`src/rtl/gate_sequencer.sv`:
```
// gate_sequencer: drives the gate of gate_buffer. After an accepted start it
// waits D cycles, then opens N windows of W cycles spaced P_eff = max(P, W+1)
// apart. Reports busy/done and the number of completed windows.
// Optional macro GATE_SEQUENCER_PEAK_EN adds capture of the peak sample seen
// while the gate is open; without it o_peak is tied to 0.
module gate_sequencer #(
  parameter int DATA_SIZE  = 14,
  parameter int COUNT_SIZE = 16,
  parameter int BURST_SIZE = 8
) (
  input  logic                  i_clock,
  input  logic                  i_reset,
  input  logic                  i_start,
  input  logic                  i_abort,
  input  logic [COUNT_SIZE-1:0] i_delay,
  input  logic [COUNT_SIZE-1:0] i_width,
  input  logic [COUNT_SIZE-1:0] i_period,
  input  logic [BURST_SIZE-1:0] i_bursts,
  input  logic [DATA_SIZE-1:0]  i_data,
  output logic                  o_gate,
  output logic                  o_busy,
  output logic                  o_done,
  output logic [BURST_SIZE-1:0] o_window_count,
  output logic [DATA_SIZE-1:0]  o_peak
);

  typedef enum logic [1:0] {S_IDLE, S_DELAY, S_OPEN, S_GAP} state_t;

  state_t                r_state, w_next;
  logic [COUNT_SIZE-1:0] r_cnt, w_cnt_next;
  logic [COUNT_SIZE-1:0] r_width_m1;   // window length minus one
  logic [COUNT_SIZE-1:0] r_gap_m1;     // low cycles between windows minus one
  logic [BURST_SIZE-1:0] r_bursts;
  logic                  r_empty;      // W==0 or N==0: sequence with no window
  logic [BURST_SIZE-1:0] r_wc, w_wc_next, w_wc_inc;
  logic                  r_gate, r_busy, r_done;
  logic                  w_done_next;
  logic                  w_latch;

  // P_eff is formed one bit wider so W = all-ones does not wrap W+1.
  logic [COUNT_SIZE:0] w_wp1, w_peff, w_gap_full;
  assign w_wp1      = {1'b0, i_width} + (COUNT_SIZE+1)'(1);
  assign w_peff     = ({1'b0, i_period} > w_wp1) ? {1'b0, i_period} : w_wp1;
  assign w_gap_full = w_peff - {1'b0, i_width} - (COUNT_SIZE+1)'(1);
  assign w_wc_inc   = r_wc + BURST_SIZE'(1);

  // Next-state logic; DELAY spends D+1 cycles so D==0 opens the gate after E0+1.
  always_comb begin
    w_next      = r_state;
    w_cnt_next  = r_cnt;
    w_wc_next   = r_wc;
    w_done_next = 1'b0;
    w_latch     = 1'b0;
    case (r_state)
      S_IDLE: begin
        if (i_start && !i_abort) begin
          w_next     = S_DELAY;
          w_cnt_next = i_delay;
          w_wc_next  = '0;
          w_latch    = 1'b1;
        end
      end
      S_DELAY: begin
        if (r_empty) begin
          w_next      = S_IDLE;
          w_done_next = 1'b1;
        end else if (r_cnt == '0) begin
          w_next     = S_OPEN;
          w_cnt_next = r_width_m1;
        end else begin
          w_cnt_next = r_cnt - COUNT_SIZE'(1);
        end
      end
      S_OPEN: begin
        if (r_cnt == '0) begin
          w_wc_next = w_wc_inc;
          if (w_wc_inc == r_bursts) begin
            w_next      = S_IDLE;
            w_done_next = 1'b1;
          end else begin
            w_next     = S_GAP;
            w_cnt_next = r_gap_m1;
          end
        end else begin
          w_cnt_next = r_cnt - COUNT_SIZE'(1);
        end
      end
      S_GAP: begin
        if (r_cnt == '0) begin
          w_next     = S_OPEN;
          w_cnt_next = r_width_m1;
        end else begin
          w_cnt_next = r_cnt - COUNT_SIZE'(1);
        end
      end
      default: w_next = S_IDLE;
    endcase
    // Abort beats window end and completion; completed windows are kept.
    if (i_abort && r_state != S_IDLE) begin
      w_next      = S_IDLE;
      w_wc_next   = r_wc;
      w_done_next = 1'b0;
    end
  end

  // State, counters and registered outputs.
  always_ff @(posedge i_clock or posedge i_reset) begin
    if (i_reset) begin
      r_state <= S_IDLE;
      r_cnt   <= '0;
      r_wc    <= '0;
      r_gate  <= 1'b0;
      r_busy  <= 1'b0;
      r_done  <= 1'b0;
    end else begin
      r_state <= w_next;
      r_cnt   <= w_cnt_next;
      r_wc    <= w_wc_next;
      r_gate  <= (w_next == S_OPEN);
      r_busy  <= (w_next != S_IDLE);
      r_done  <= w_done_next;
    end
  end

  // Configuration is captured only at the accepted start edge.
  always_ff @(posedge i_clock or posedge i_reset) begin
    if (i_reset) begin
      r_width_m1 <= '0;
      r_gap_m1   <= '0;
      r_bursts   <= '0;
      r_empty    <= 1'b0;
    end else if (w_latch) begin
      r_width_m1 <= i_width - COUNT_SIZE'(1);
      r_gap_m1   <= w_gap_full[COUNT_SIZE-1:0];
      r_bursts   <= i_bursts;
      r_empty    <= (i_width == '0) || (i_bursts == '0);
    end
  end

  assign o_gate         = r_gate;
  assign o_busy         = r_busy;
  assign o_done         = r_done;
  assign o_window_count = r_wc;

`ifdef GATE_SEQUENCER_PEAK_EN
  logic [DATA_SIZE-1:0] r_peak;

  // Running unsigned maximum of samples taken while the gate is open.
  always_ff @(posedge i_clock or posedge i_reset) begin
    if (i_reset)                       r_peak <= '0;
    else if (w_latch)                  r_peak <= '0;
    else if (r_gate && i_data > r_peak) r_peak <= i_data;
  end

  assign o_peak = r_peak;
`else
  logic w_unused_data;
  assign w_unused_data = ^i_data;
  assign o_peak        = '0;
`endif

endmodule

```
`config.mk`:
```
export PLATFORM = sky130hd
export DESIGN_NAME = gate_sequencer
export DESIGN_NICKNAME = d
export VERILOG_FILES = /design/src/rtl/gate_sequencer.sv
export SDC_FILE = /design/constraint.sdc
export NUM_CORES = 1
export LEC_CHECK = 0
export ABC_CLOCK_PERIOD_IN_PS = 3100
export BUFFER_PORTS_ARGS = -buffer_cell sky130_fd_sc_hd__buf_4
export CORE_UTILIZATION = 40
export CTS_CLUSTER_SIZE = 10
export DETAILED_ROUTE_END_ITERATION = 10
export GPL_TIMING_DRIVEN = 0
export PLACE_DENSITY = 0.66
export RECOVER_POWER = 50
export SETUP_SLACK_MARGIN = 0.15
export SYNTH_ARGS = -nofsm -noshare
export SYNTH_HDL_FRONTEND = slang
export SYNTH_SLANG_ARGS = --single-unit
```
`constraint.sdc`:
```
create_clock -name i_clock -period 3.1 [get_ports i_clock]
set_input_delay 0.31 -clock i_clock [delete_from_list [all_inputs] [get_ports i_clock]]
set_output_delay 0.31 -clock i_clock [all_outputs]
set_load 0.01 [all_outputs]
```
[Word level (Yosys, flattened, before mapping)]
Cells that the tools add are included.
Word-level totals
  RAM bits: 0
  output and inout bits: 25
  memories: 0
  latch bits: 0
  bits in registers: 70
  logic and storage cells: 64
  ROM bits: 0
Operators by class
  $mul: 0
  order comparisons: 1
  bitwise operators: 1
  muxes and demuxes: 24
  add/subtract/negate cells: 6
  shift operators: 0
  div/mod/pow operators: 0
  reductions and logical operators: 13
  eq/ne operators: 9
Operators by type and width (count)
  $mux 16: 6
  $pmux 16 s4: 1
  $sub 16x1->16 const B: 3
  $logic_not 16->1: 2
  $add 16x1->17 const B: 1
  $gt 16x17->1: 1
  $mux 8: 2
  $pmux 8 s2: 1
  $sub 16x16->16: 1
  $mux 2: 6
  $add 8x1->8 const B: 1
  $eq 8x8->1: 1
  $logic_not 8->1: 1
  $pmux 2 s4: 1
  $eq 2x2->1 const B: 3
  $mux 1: 6
  $ne 2x2->1 const B: 3
  $reduce_bool 2->1: 3
  $reduce_and 4->1: 1
  $ne 3x3->1 const B: 1
  $reduce_and 3->1: 1
  $eq 2x1->1 const B: 1
  $logic_and 1x1->1: 2
  $logic_not 2->1: 1
  4 further kinds: 4

[Longest topological paths before layout]
  depth in word-level cells: 7
  depth in mapped cells: 25

[Least setup slack after synthesis]
No wires, ideal clock.
  kind: in2reg
  from: input i_width[2]
  to: register r_gap_m1[14]
  stages on the path: 25
  library setup time: 0.136 ns
  path buffers: 2
  data required time: 2.964 ns
  arrival time: 5.150 ns
  setup slack: -2.187 ns
  cell sequence: clkbuf_1 -> nand3_1 -> nor4_1 -> nor2b_1 -> and2_1 -> xnor2_1 -> ha_1 -> and3_1 -> nand4_1 -> a311oi_1 -> or3_1 -> nand2_1 -> clkbuf_1 -> nor2_1 -> a21oi_1 -> ha_1 -> inv_1 -> fa_1 -> nor2b_1 -> o21ai_0 -> a21boi_0 -> nor3_1 -> nor4_1 -> nor4_1 -> or3b_2
On the way
  longest elaborated chain between the ends: 5
RTL lines
  from (decl): line 16  | input logic [COUNT_SIZE-1:0] i_width,
  $add 16x1->17: line 42  | assign w_wp1 = {1'b0, i_width} + (COUNT_SIZE+1)'(1);
  $gt 16x17->1: line 43  | assign w_peff = ({1'b0, i_period} > w_wp1) ? {1'b0, i_period} : w_wp1;
  $mux 16: line 43
  $sub 16x16->16 *: line 44  | assign w_gap_full = w_peff - {1'b0, i_width} - (COUNT_SIZE+1)'(1);
  $sub 16x1->16 *: line 44
  to (signal assigned): line 134  | r_gap_m1 <= w_gap_full[COUNT_SIZE-1:0];
  to (decl): line 32  | logic [COUNT_SIZE-1:0] r_gap_m1;
Every way passes the cells marked *; elsewhere a longest branch is shown, timed or not.
A chain may end at the register's enable or synchronous reset.

[Final worst setup path]
  from: input i_width[0]
  to: register r_gap_m1[14]
On the way
  longest elaborated chain between the ends: 5
RTL lines
  $add 16x1->17 *: line 42
  named net w_wp1[0]: line 41  | logic [COUNT_SIZE:0] w_wp1, w_peff, w_gap_full;
  $gt 16x17->1: line 43
  $mux 16 *: line 43
  $sub 16x16->16 *: line 44
  $sub 16x1->16 *: line 44
Mark *: on every way through the listed nets, which the timed path passes. The rest lies on a longest branch.

==> out/metrics.yaml <==
outcome:
  run_status: "complete, but fails checks"
  violations: "setup timing"
timing:
  rsz0062_at_grt: "yes"
  fmax_mhz: 219.9
  relSlewSlack: 0.02393
  skew_ns: 0.006682
  slew_violations: 0
  hold_viol: 0
  fin_crit_ns: 4.547
  tightestPinTransition_ns: 1.462
  setup_ws_ns: -1.447
  finalSetupViolCount: 16
  period_share: 1.467
yosys:
  synthCells: 708
  syn_area_mm2: 0.005839
  synth_warnings: 0
  ys_async_sr_fraction: 1.000
  ys.flop_type: "dfrtp_1"
  avgSynthCellArea_um2: 8.248
  ys_types: 75
  synth_edf_count: 0
  synth-seq-cells: 70
  ys_seq_area_frac: 0.3000
die:
  start_util: 0.4158
  fp-row-count: 43
  die_area_mm2: 0.01509
  io_pins: 99
  coreArea_mm2: 0.01404
  die_x_um: 122.8
  fp.dieH_um: 122.8
layout:
  fin_util: 0.5546
  layout-drive-gt1-share: 0.2996
  final_common_cell: "buf_4"
  nets: 952
  fin_area_mm2: 0.007787
  layout_common_cells: "buf_4, dfrtp_1, nand2_1"
  insertedDiodeCount: 0
  area_delta_synth_final_pct: 33.36
clocking:
  cts_buffers: 9
  clk_pin_slew_ns: 0.06
  cts_max_level: 3
  tritoncts: "yes"
  clk_path_buf_depth: 2
  cts_hold_repair.buffers: 0
  insertion_delay_ns: 0.34
  cts_root_buf: "clkbuf_16"
  cts_sinks: 70
detailed_routing:
  wl_per_cell_um: 17.36
  drtAntennaViolNets: 0
  vias: 5792
  viasPerCell: 5.673
  drtPass1Iterations: 5
  drtIter0Drc: 438
  wirelength_mm: 17.73
  drc: 0
grt:
  grt_pass1_wl_mm: 28.24
  grt_pass1_vias: 5630
  grt_use_total: 0.2429
  grt_overflow: 0
  antenna_found_initial: 0
  grt_max_degree: 71
placed_design:
  io_buffers: 65
  dpl_cell_area_mm2: 0.006729
  gp_congestion: 0.8889
  hpwl_mm: 12.96
critical_path:
  crit_arrival_ns: 4.76
  cp-start-kind: "input pin"
  crit_fanout: 5
  worstPathRequired_ns: 3.31
  crit_path_end_kind: "flop"
  worst-setup-path-type: "input pin to flop"
flow_run:
  cap_violations: 0
power_and_ir_drop:
  irDropWorstVdd_v: 0.0002642
  p_leak_nw: 3.399
  p_per_area_mw_per_mm2: 631.5
worst_hold_path:
  hold_path.class: "input pin to flop"
-- final cells by class --
type	instances	area, µm²
plain buffers	48	334.1
clock inverters	7	77.57
clock buffers	9	225.2
multi-input cells	567	4190
fillers	1265	6255
well taps	180	225.2
flip-flops and latches	70	1754
repair buffers	104	838.3
inverters	36	142.6
-- worst max-delay path: stages --
cell        delay (ns)
buf_12            0.09
clkinvlp_4        0.10
nor4_4            0.32
nor2b_4           0.24
nand2_2           0.08
xnor2_2           0.16
ha_1              0.30
and4_1            0.23
nand4_1           0.17
a311oi_2          0.33
or3_4             0.22
nand2_8           0.06
clkbuf_16         0.17
a21oi_4           0.19
ha_4              0.17
inv_2             0.04
fa_2              0.34
nor2b_2           0.13
o21ai_2           0.07
a21boi_2          0.23
nor3_4            0.09
nor4_4            0.19
nor4_2            0.09
or3b_4            0.40
-- final timing paths --
| check | start | to | slack [ns] | cells past startpoint |
|---|---|---|---|---|
| worst max register to register | r_state[0]$_DFF_PP0_ | r_bursts[3]$_DFFE_PP0P_ | 0.21 | 7 |
| min in group asynchronous | i_reset | r_bursts[5]$_DFFE_PP0P_ | 0.42 | 2 |
| worst min-delay path | i_bursts[2] | r_bursts[2]$_DFFE_PP0P_ | 0.21 | 2 |
| worst max-delay path | i_width[0] | r_gap_m1[14]$_DFFE_PP0P_ | -1.45 | 24 |
| worst min register to register | r_width_m1[4]$_DFFE_PP0P_ | r_width_m1[4]$_DFFE_PP0P_ | 0.48 | 2 |
| max in group asynchronous | i_reset | o_window_count[0]$_DFFE_PP0P_ | 1.72 | 2 |
-- metrics by stage --
stage	hold slack, ns	TNS (ns)	cells	total power, mW	setup WS (ns)
after floorplan	0.4218	-15.53	721	2.992	-1.579
final	0.2124	-16.98	1021	4.918	-1.447
after detailed placement	0.4706	-25.69	966	3.562	-2.302
after CTS	0.1975	-14.15	1008	4.795	-1.322
after global routing	0.2045	-19.43	1021	5.236	-1.617
after global placement	0.4625	-25.00	966	3.508	-2.179
-- registers in the layout, indices dropped and copies added (netlist names) --
register,count
r_bursts,8
r_state,2
r_width_m1,16
r_cnt,16
r_gap_m1,16
o_window_count,8
r_empty,1
o_done,1
o_gate,1
o_busy,1
-- synthesized netlist by cell type, types with 4 or more instances --
master	instances	area (µm²)
a211oi_1	4	30.03
a21o_1	11	82.58
a21oi_1	52	260.3
a22oi_1	8	60.06
a31oi_1	5	31.28
and2_1	5	31.28
and3_1	5	31.28
buf_2	4	20.02
buf_4	14	105.1
clkbuf_1	24	90.09
dfrtp_1	70	1752
ha_1	41	513.0
inv_1	35	131.4
mux2_2	13	146.4
mux2i_1	9	90.09
nand2_1	66	247.7
nand3_1	21	105.1
nand4_1	7	43.79
nor2_1	51	191.4
nor2b_1	6	37.54
nor3_1	27	135.1
nor4_1	16	100.1
o21ai_0	68	340.3
o2bb2ai_1	5	43.79
o311ai_0	4	35.03
o31ai_1	9	67.56
or2_2	6	37.54
xnor2_1	42	367.9
xor2_1	10	87.58
-- logic make-up (layout without fill, tap and decap cells) --
kind of cell	after synthesis	in the layout	share of synthesized area
AO/OA/AOI/OAI	205	205	0.2213
XOR/XNOR	52	52	0.07799
adder cells (fa/ha/maj)	42	42	0.09128
buffers and inverters	84	204	0.06835
flip-flops	70	70	0.3000
multiplexers	23	23	0.04307
other	1	14	0.0006422
AND/OR/NAND/NOR	231	231	0.1973
-- layer usage --
metal | part of all wire | up-vias | wire [µm] | global-route usage
li1 | - | 2797 | - | -
met1 | 0.45 | 2768 | 8033 | 0.3203
met2 | 0.47 | 192 | 8355 | 0.4038
met3 | 0.050 | 35 | 888 | 0.03206
met4 | 0.025 | 0 | 448 | 0.09070
met5 | 0 | - | 0 | 0
-- where the power goes --
group | internal (mW) | switching [mW] | leakage [nW] | total (mW)
Sequential | 1.27 | 0.312 | 0.875 | 1.58
Combinational | 1.00 | 1.28 | 2.38 | 2.28
Clock | 0.632 | 0.422 | 0.147 | 1.05
-- repair_timing --
action,in CTS,in global routing
setup buffers,26,13
endpoints found under the setup margin,27,48
pin swaps,44,14
resized for setup,76,31
No activity file was read; power rests on OpenSTA's default activity.
